--- src/rtl/mem_arb_pkg.sv ---
// Shared types and grant encodings for the two-master memory arbiter.
package mem_arb_pkg;

  typedef enum logic [1:0] {
    IDLE = 2'd0,
    GNT0 = 2'd1,
    GNT1 = 2'd2
  } arb_state_t;

  localparam logic [1:0] GRANT_NONE = 2'b00;
  localparam logic [1:0] GRANT_M0   = 2'b01;
  localparam logic [1:0] GRANT_M1   = 2'b10;

endpackage

--- src/rtl/mem_arb_pick.sv ---
// Combinational tie-breaker: returns 1 when master 1 wins arbitration.
// ARB_ROUND_ROBIN_EN selects alternating ties; otherwise master 0 has fixed priority.
module mem_arb_pick (
  input  logic req0,
  input  logic req1,
  input  logic last_grant,
  output logic pick1
);

`ifdef ARB_ROUND_ROBIN_EN
  // On a tie the master that did not complete last wins.
  always_comb pick1 = req1 & (~req0 | ~last_grant);
`else
  logic unused_last_grant;
  always_comb unused_last_grant = last_grant;
  always_comb pick1 = req1 & ~req0;
`endif

endmodule

--- src/rtl/mem_arbiter.sv ---
// Two-master arbiter sharing one PicoRV32-native memory slave port.
// Tie policy is set in mem_arb_pick via ARB_ROUND_ROBIN_EN.
module mem_arbiter
  import mem_arb_pkg::*;
#(
  parameter int ADDR_W = 32,
  parameter int DATA_W = 32
) (
  input  logic                clk,
  input  logic                reset,
  input  logic                m0_valid,
  input  logic                m0_instr,
  input  logic [ADDR_W-1:0]   m0_addr,
  input  logic [DATA_W-1:0]   m0_wdata,
  input  logic [DATA_W/8-1:0] m0_wstrb,
  input  logic                m0_lock,
  output logic                m0_ready,
  output logic [DATA_W-1:0]   m0_rdata,
  input  logic                m1_valid,
  input  logic                m1_instr,
  input  logic [ADDR_W-1:0]   m1_addr,
  input  logic [DATA_W-1:0]   m1_wdata,
  input  logic [DATA_W/8-1:0] m1_wstrb,
  input  logic                m1_lock,
  output logic                m1_ready,
  output logic [DATA_W-1:0]   m1_rdata,
  output logic                s_valid,
  output logic                s_instr,
  output logic [ADDR_W-1:0]   s_addr,
  output logic [DATA_W-1:0]   s_wdata,
  output logic [DATA_W/8-1:0] s_wstrb,
  input  logic                s_ready,
  input  logic [DATA_W-1:0]   s_rdata,
  output logic [1:0]          grant
);

  arb_state_t state;
  logic       last_grant;
  logic [1:0] grant_q;
  logic       pick1;

  mem_arb_pick u_pick (
    .req0       (m0_valid),
    .req1       (m1_valid),
    .last_grant (last_grant),
    .pick1      (pick1)
  );

  // grant_q is kept in lockstep with state so grant is a clean register output.
  always_ff @(posedge clk or posedge reset) begin
    if (reset) begin
      state      <= IDLE;
      last_grant <= 1'b1;
      grant_q    <= GRANT_NONE;
    end else begin
      case (state)
        IDLE: begin
          if (m0_valid || m1_valid) begin
            state   <= pick1 ? GNT1 : GNT0;
            grant_q <= pick1 ? GRANT_M1 : GRANT_M0;
          end
        end
        GNT0: begin
          if (!m0_valid) begin
            state   <= IDLE;
            grant_q <= GRANT_NONE;
          end else if (s_ready) begin
            last_grant <= 1'b0;
            if (!m0_lock) begin
              state   <= IDLE;
              grant_q <= GRANT_NONE;
            end
          end
        end
        GNT1: begin
          if (!m1_valid) begin
            state   <= IDLE;
            grant_q <= GRANT_NONE;
          end else if (s_ready) begin
            last_grant <= 1'b1;
            if (!m1_lock) begin
              state   <= IDLE;
              grant_q <= GRANT_NONE;
            end
          end
        end
        default: begin
          state   <= IDLE;
          grant_q <= GRANT_NONE;
        end
      endcase
    end
  end

  assign grant = grant_q;

  always_comb begin
    s_valid  = '0;
    s_instr  = '0;
    s_addr   = '0;
    s_wdata  = '0;
    s_wstrb  = '0;
    m0_ready = '0;
    m0_rdata = '0;
    m1_ready = '0;
    m1_rdata = '0;
    case (state)
      GNT0: begin
        s_valid  = m0_valid;
        s_instr  = m0_instr;
        s_addr   = m0_addr;
        s_wdata  = m0_wdata;
        s_wstrb  = m0_wstrb;
        m0_ready = s_ready;
        m0_rdata = s_rdata;
      end
      GNT1: begin
        s_valid  = m1_valid;
        s_instr  = m1_instr;
        s_addr   = m1_addr;
        s_wdata  = m1_wdata;
        s_wstrb  = m1_wstrb;
        m1_ready = s_ready;
        m1_rdata = s_rdata;
      end
      default: ;
    endcase
  end

endmodule
--- config.mk ---
export PLATFORM = sky130hd
export DESIGN_NAME = mem_arbiter
export DESIGN_NICKNAME = d
export VERILOG_FILES = /design/src/rtl/mem_arb_pkg.sv /design/src/rtl/mem_arb_pick.sv /design/src/rtl/mem_arbiter.sv
export SDC_FILE = /design/constraint.sdc
export NUM_CORES = 1
export LEC_CHECK = 0
export CAP_MARGIN = 20
export CORE_AREA = 4 4 119 121
export CTS_CLUSTER_DIAMETER = 120
export DETAILED_ROUTE_END_ITERATION = 7
export DIE_AREA = 0 0 123 125
export PLACE_DENSITY = 0.57
export SLEW_MARGIN = 20
export SYNTH_ARGS = -nofsm -noshare
export SYNTH_HDL_FRONTEND = slang
export SYNTH_SLANG_ARGS = --single-unit
--- constraint.sdc ---
create_clock -name clk -period 3.2 [get_ports clk]
set_clock_uncertainty 0.2 [all_clocks]
set_input_delay 0.64 -clock clk [delete_from_list [all_inputs] [get_ports clk]]
set_output_delay 0.64 -clock clk [all_outputs]
set_load 0.02 [all_outputs]
==> results of run 1 <==
==> logic make-up (layout without fill, tap and decap cells) <==
family | count (synthesis) | after routing | share of synthesized area, %
flip-flops | 2 | 2 | 2.89
AO/OA/AOI/OAI | 76 | 76 | 33.5
AND/OR/NAND/NOR | 141 | 141 | 50.9
buffers and inverters | 32 | 331 | 9.03
adder cells (fa/ha/maj) | 5 | 5 | 3.61
==> cells in the mapped netlist (all sizes together) <==
cell and n:
a2bb2oi 1, o2111ai 2, ha 5, nand2 1, nor2b 71, inv 3
clkbuf 14, and2 66, o2bb2ai 1, o211ai 1, a22oi 71, nand2b 1
buf 15, nand3 2, dfrtp 2
==> worst paths after layout <==
path / endpoint / cells past startpoint / start / slack [ns]
setup / recovery: s_wdata[20] / 6 / state[0]$_DFFE_PP0P_ / 0.14
hold / removal: state[0]$_DFFE_PP0P_ / 2 / reset / 0.38
setup reg to reg: state[1]$_DFFE_PP0P_ / 6 / state[0]$_DFFE_PP0P_ / 1.39
hold reg to reg: state[0]$_DFFE_PP0P_ / 1 / state[0]$_DFFE_PP0P_ / 0.44
max in group asynchronous: state[1]$_DFFE_PP0P_ / 2 / reset / 2.31
min in group clk: state[0]$_DFFE_PP0P_ / 1 / state[0]$_DFFE_PP0P_ / 0.44
==> metrics by stage <==
stage	hold WS (ns)	cells	setup WS, ns	cell area (µm²)	util, %
floorplan	0.181	256	0.815	1730	-
global placement	0.422	727	0.286	5080	38.8
detailed placement	0.444	727	0.301	5080	38.8
CTS	0.379	730	0.0573	5150	39.4
global route	0.394	731	0.00945	5170	39.5
finish	0.377	731	0.139	5170	39.5
==> worst max-delay path, stage by stage, from the launching register on <==
cell,delay (ns)
sky130_fd_sc_hd__dfrtp_1,0.44
sky130_fd_sc_hd__inv_1,0.13
sky130_fd_sc_hd__ha_2,0.22
sky130_fd_sc_hd__buf_12,0.25
sky130_fd_sc_hd__a22oi_1,0.14
sky130_fd_sc_hd__nor2b_1,0.16
sky130_fd_sc_hd__clkdlybuf4s50_1,0.63
==> metal layers <==
| layer | global-route usage (%) | share of wire [%] |
|---|---|---|
| met1 | 14.2 | 35 |
| met2 | 26.2 | 52 |
| met3 | 4.79 | 11 |
| met4 | 2.93 | 2.0 |
| met5 | 0 | 0 |
==> final cells by class <==
type / instances / area [µm²]
Tap cell: 176 / 220
Multi-Input combinational cell: 222 / 1540
Timing Repair Buffer: 325 / 3280
Inverter: 3 / 11.3
Clock buffer: 3 / 75.1
Fill cell: 1324 / 7910
Sequential cell: 2 / 50.0
==> power groups by stage <==
stage               registers, mW  logic (mW)  clock network (mW)
floorplan                  0.0629        1.88                   0
global placement           0.0528        3.47                   0
detailed placement         0.0551        3.47                   0
CTS                        0.0553        3.49               0.190
global route               0.0576        3.70               0.192
finish                     0.0539        3.45               0.187
==> what timing repair did <==
action	CTS	global route
gates resized for setup	0	4
hold buffers	0	0
endpoints found under the hold margin	0	0
endpoints found under the setup margin	0	26
buffers inserted	0	1
==> results_dict.tcl, run 1 <==
set metrics [dict create \
    initial_antenna_violation_count 0 \
    pin_count_of_the_biggest_net_entering_global_routing 60 \
    synth.net_count 438 \
    worst_ir_drop_vdd_v 0.000313 \
    setup.worst_path.end_class "output port" \
    routedWlPerCell_um 15.9 \
    finalPower_mw 3.69 \
    largest_reg_flops 2 \
    synth.top_cells.by_area "sky130_fd_sc_hd__a22oi_1, sky130_fd_sc_hd__nor2b_1, sky130_fd_sc_hd__and2_1" \
    postRouteAntennaNets 0 \
    drt-total-wl_mm 11.7 \
    clock_tree.buffer_depth 2 \
    port_buffers 314 \
    die_x_um 123 \
    timing.setup.tns_ns 0 \
    dr.first_iter.drc_count 67 \
    num-nets-final 739 \
    gr-total-overflow 0 \
    layout-drive-gt1-share_pct 3.24 \
    placement_rows 42 \
    final_common_cell "sky130_fd_sc_hd__clkdlybuf4s50_1" \
    final.period_utilization_pct 95.7 \
    antenna-diode-count 0 \
    hold_viol 0 \
    timing.final.max_slew_violations 0 \
    syn_area_per_cell_um2 6.76 \
    worstPathMaxFanout 59 \
    postSynthRegisterBits 2 \
    fp.dieArea_mm2 0.0154 \
    netlist.top_cell.by_area "sky130_fd_sc_hd__a22oi_1" \
    clock_tree_root_buffer_cell "sky130_fd_sc_hd__clkbuf_16" \
    outcome "finished, final reports clean" \
    timing.max_slew.rel_slack_pct 80.9 \
    path_clk_slew_ns 0.03 \
    yosysWarningCount 0 \
    die-height_um 125 \
    drt_pre_antenna_iters 4 \
    leakagePower_nw 1.81 \
    clock_insertion_delay_worst_skew_ns 0.22 \
    global_route_wire_length_before_repair_mm 17.1 \
    area_delta_synth_final_pct 199 \
    dp.final_hpwl_mm 9.72 \
    combPwrFrac_pct 93.5 \
    grt_setup_unrepaired "no" \
    report.final.setup_viol 0 \
    hold_class "in -> async" \
    routed-via-count 3048 \
    p_seq_share_pct 1.5 \
    top_library_cells_by_usage_in_the_layout_fill_and_taps_aside "sky130_fd_sc_hd__clkdlybuf4s50_1, sky130_fd_sc_hd__nor2b_1, sky130_fd_sc_hd__a22oi_1, sky130_fd_sc_hd__and2_1, sky130_fd_sc_hd__buf_4" \
    synthDistinctLibCells 20 \
    tightest_slew_ns 0.286 \
    crit_arrival_ns 2.22 \
    netlist_area_before_placement_mm2 0.00173 \
    core_area_mm2 0.0131 \
    cap_violations 0 \
    intPower_mw 1.92 \
    ioPinCount 315 \
    synthCells 256 \
    clock_sink_count 2 \
    register_containing_the_most_flip_flops_in_the_final_layout "state" \
    largest_registers "state: 2 flops" \
    critPathLaunchType "flip-flop" \
    htreeDepth 1 \
    power.density_mw_per_mm2 713 \
    pwr-share-clk_pct 5.1 \
    drc_errors 0 \
    p_sw_mw 1.76 \
    floorplan.initialDensity_pct 13.2 \
    cts_tree "yes" \
    via_count_of_the_first_global_routing_pass 3196 \
    global_route.usage.total_pct 13.8 \
    finalWeightedCongestion 0.813 \
    synth-seq-area-share_pct 2.89 \
    detail_route.vias_per_cell 4.17 \
    setup.worst_path.class "reg -> out" \
    tritoncts.num_buffers 3 \
    clock.fmax_mhz 327 \
    cp_data_required_time_ns 2.36 \
    synth_top_area_share_pct 30.3 \
    layout_min_cycle_time_ns 3.06 \
    proportion_of_total_power_due_to_net_switching_pct 47.8 \
]
Note: power is estimated with default switching activity, not from simulation.
==> inputs of run 2 (changes only) <==
Settings changed: SETUP_SLACK_MARGIN set to 0.4.
==> run 2 against run 1 <==
- setup slack better by 0.31 ns
- total power is 5.1% lower
- global-route usage is 0.47 points higher
- first-iteration DRC count is 9.0% higher
- combinational power is 5.8% lower
- worst hold slack worse by 0.00081 ns
- sequential power is 2% higher
- utilization is 0.82 points lower
- final area is 2.1% lower
- clock-buffer cell count stayed put
- critical endpoint unchanged
==> results_dict.tcl, run 2 (synthesis gave the netlist of run 1 again) <==
set metrics [dict create \
    layout-drive-gt1-share_pct 9.34 \
    timing.final.max_slew_violations 0 \
    critPathLaunchType "flip-flop" \
    clock_sink_count 2 \
    via_count_of_the_first_global_routing_pass 3217 \
    worst_hold_slack_ns 0.376 \
    r2r_start "state[0]$_DFFE_PP0P_" \
    placement.setup.worst_slack_ns 0.301 \
    pin_count_of_the_biggest_net_entering_global_routing 36 \
    sequential_cell_area_um2 51.3 \
    power.density_mw_per_mm2 691 \
    ioPinCount 315 \
    clock_insertion_delay_worst_skew_ns 0.22 \
    setup.worst_path.end_class "output port" \
    crit_buf_inv 3 \
    die_x_um 123 \
    grt_setup_unrepaired "yes" \
    number_of_filler_cells_placed_in_the_layout 1363 \
    detail_route.vias_per_cell 4.20 \
    cp_data_required_time_ns 2.36 \
    top_library_cells_by_usage_in_the_layout_fill_and_taps_aside "sky130_fd_sc_hd__clkdlybuf4s50_1, sky130_fd_sc_hd__dlygate4sd2_1, sky130_fd_sc_hd__nor2b_1, sky130_fd_sc_hd__a22oi_1, sky130_fd_sc_hd__and2_1" \
    antenna-diode-count 0 \
    timing.max_slew.rel_slack_pct 80.6 \
    critical-path-top-delay-family "buffers and inverters" \
    global_route_wire_length_before_repair_mm 17.6 \
    hold_viol 0 \
    multi_input_area_mm2 0.00154 \
    path_clk_slew_ns 0.03 \
    clock_tree_root_buffer_cell "sky130_fd_sc_hd__clkbuf_16" \
    dr.first_iter.drc_count 73 \
    num-nets-final 741 \
    area_delta_synth_final_pct 192 \
    setup.worst_path.class "reg -> out" \
    setup.worst_path.start "state[1]$_DFFE_PP0P_" \
    htreeDepth 1 \
    fp.dieArea_mm2 0.0154 \
    layout_min_cycle_time_ns 2.75 \
    p_sw_mw 1.78 \
    leakagePower_nw 2.62 \
    holdBufCountCts 0 \
    pwr-share-clk_pct 5.4 \
    final_cells 733 \
    hold_class "in -> async" \
    cts_tree "yes" \
    numPlacedInstances 727 \
    port_buffers 314 \
    crit_arrival_ns 1.91 \
    worstPathCellList "inv_1 -> ha_2 -> bufbuf_16 -> nor2b_1 -> clkdlybuf4s15_2" \
    report.final.setup_viol 0 \
    placement_rows 42 \
    intPower_mw 1.71 \
    global_route.usage.total_pct 14.2 \
    largest_reg_flops 2 \
    proportion_of_total_power_due_to_net_switching_pct 51.0 \
    final_common_cell "sky130_fd_sc_hd__clkdlybuf4s50_1" \
    routedWlPerCell_um 16.4 \
    worstPathMaxFanout 29 \
    r2r_setup_slk_ns 1.38 \
    slowest_stage "sky130_fd_sc_hd__ha_2" \
    core_area_mm2 0.0131 \
    cap_violations 0 \
    initial_antenna_violation_count 0 \
    r2r_cells 6 \
    worstReg2RegEnd "state[1]$_DFFE_PP0P_" \
    drt-total-wl_mm 12.0 \
    dp.final_hpwl_mm 9.72 \
    combPwrFrac_pct 93.0 \
    p_seq_share_pct 1.6 \
    largest_registers "state: 2 flops" \
    finalWorstSetupSlack_ns 0.446 \
    clock.fmax_mhz 363 \
    clock_tree.buffer_depth 2 \
    register_containing_the_most_flip_flops_in_the_final_layout "state" \
    worst_ir_drop_vdd_v 0.000268 \
    outcome "finished, final reports clean" \
    routed-via-count 3077 \
    drt_pre_antenna_iters 4 \
    drc_errors 0 \
    timing.setup.tns_ns 0 \
    postRouteAntennaNets 0 \
    gr-total-overflow 0 \
    finalWeightedCongestion 0.813 \
    final.period_utilization_pct 86.1 \
    die-height_um 125 \
    slowest_delay_ns 0.40 \
    floorplan.initialDensity_pct 13.2 \
    tritoncts.num_buffers 3 \
    tightest_slew_ns 0.291 \
]
run 2: worst max path at each step:
stage / slack, ns / cells after the start / endpoint
2_1_floorplan: 0.82 / 4 / s_addr[0]
3_3_place_gp: 0.29 / 4 / s_valid
3_5_place_dp: 0.30 / 5 / s_wdata[19]
4_1_cts: 0.28 / 5 / s_wdata[19]
5_1_grt: 0.35 / 5 / s_wdata[20]
6_report: 0.45 / 5 / s_wdata[20]
run 2: area by class of cell:
cell class / count / area share (%)
Timing Repair Buffer: 327 / 62.5
Multi-Input combinational cell: 222 / 30.5
Tap cell: 176 / 4.35
Inverter: 3 / 0.222
Clock buffer: 3 / 1.48
Sequential cell: 2 / 1.01
run 2: power groups by stage:
stage	sequential [mW]	clock (mW)	combinational [mW]
6_report	0.0552	0.188	3.25
5_1_grt	0.0588	0.192	3.52
4_1_cts	0.0565	0.190	3.37
3_5_place_dp	0.0551	0	3.47
3_3_place_gp	0.0528	0	3.47
2_1_floorplan	0.0629	0	1.88
run 2: per-layer routing:
metal  wire length [µm]  global-route usage [%]
met5                  0                       0
met3               1300                    4.74
met1               4200                    15.0
met4                198                    2.35
met2               6350                    27.3
run 2: repair_timing:
action / 4_1_cts / 5_1_grt
buffers inserted: 1 / 0
gates cloned: 2 / 0
setup endpoints to repair: 136 / 55
resized for setup: 121 / 83
endpoints found under the hold margin: 0 / 0
pin swaps: 0 / 0
run 2: metrics by stage:
step | util, % | power [mW] | area (µm²)
floorplan | - | 1.95 | 1730
finish | 38.7 | 3.50 | 5060
detailed placement | 38.8 | 3.53 | 5080
CTS | 39.1 | 3.61 | 5110
global route | 38.7 | 3.77 | 5060
global placement | 38.8 | 3.52 | 5080
run 2: worst reg2reg max path: cells and delay by family, from the launching register on:
kind | cells | cell delay (ns)
fa+ha+maj | 1 | 0.24
flops | 1 | 0.44
buf+inv | 2 | 0.33
compound gates | 3 | 0.53
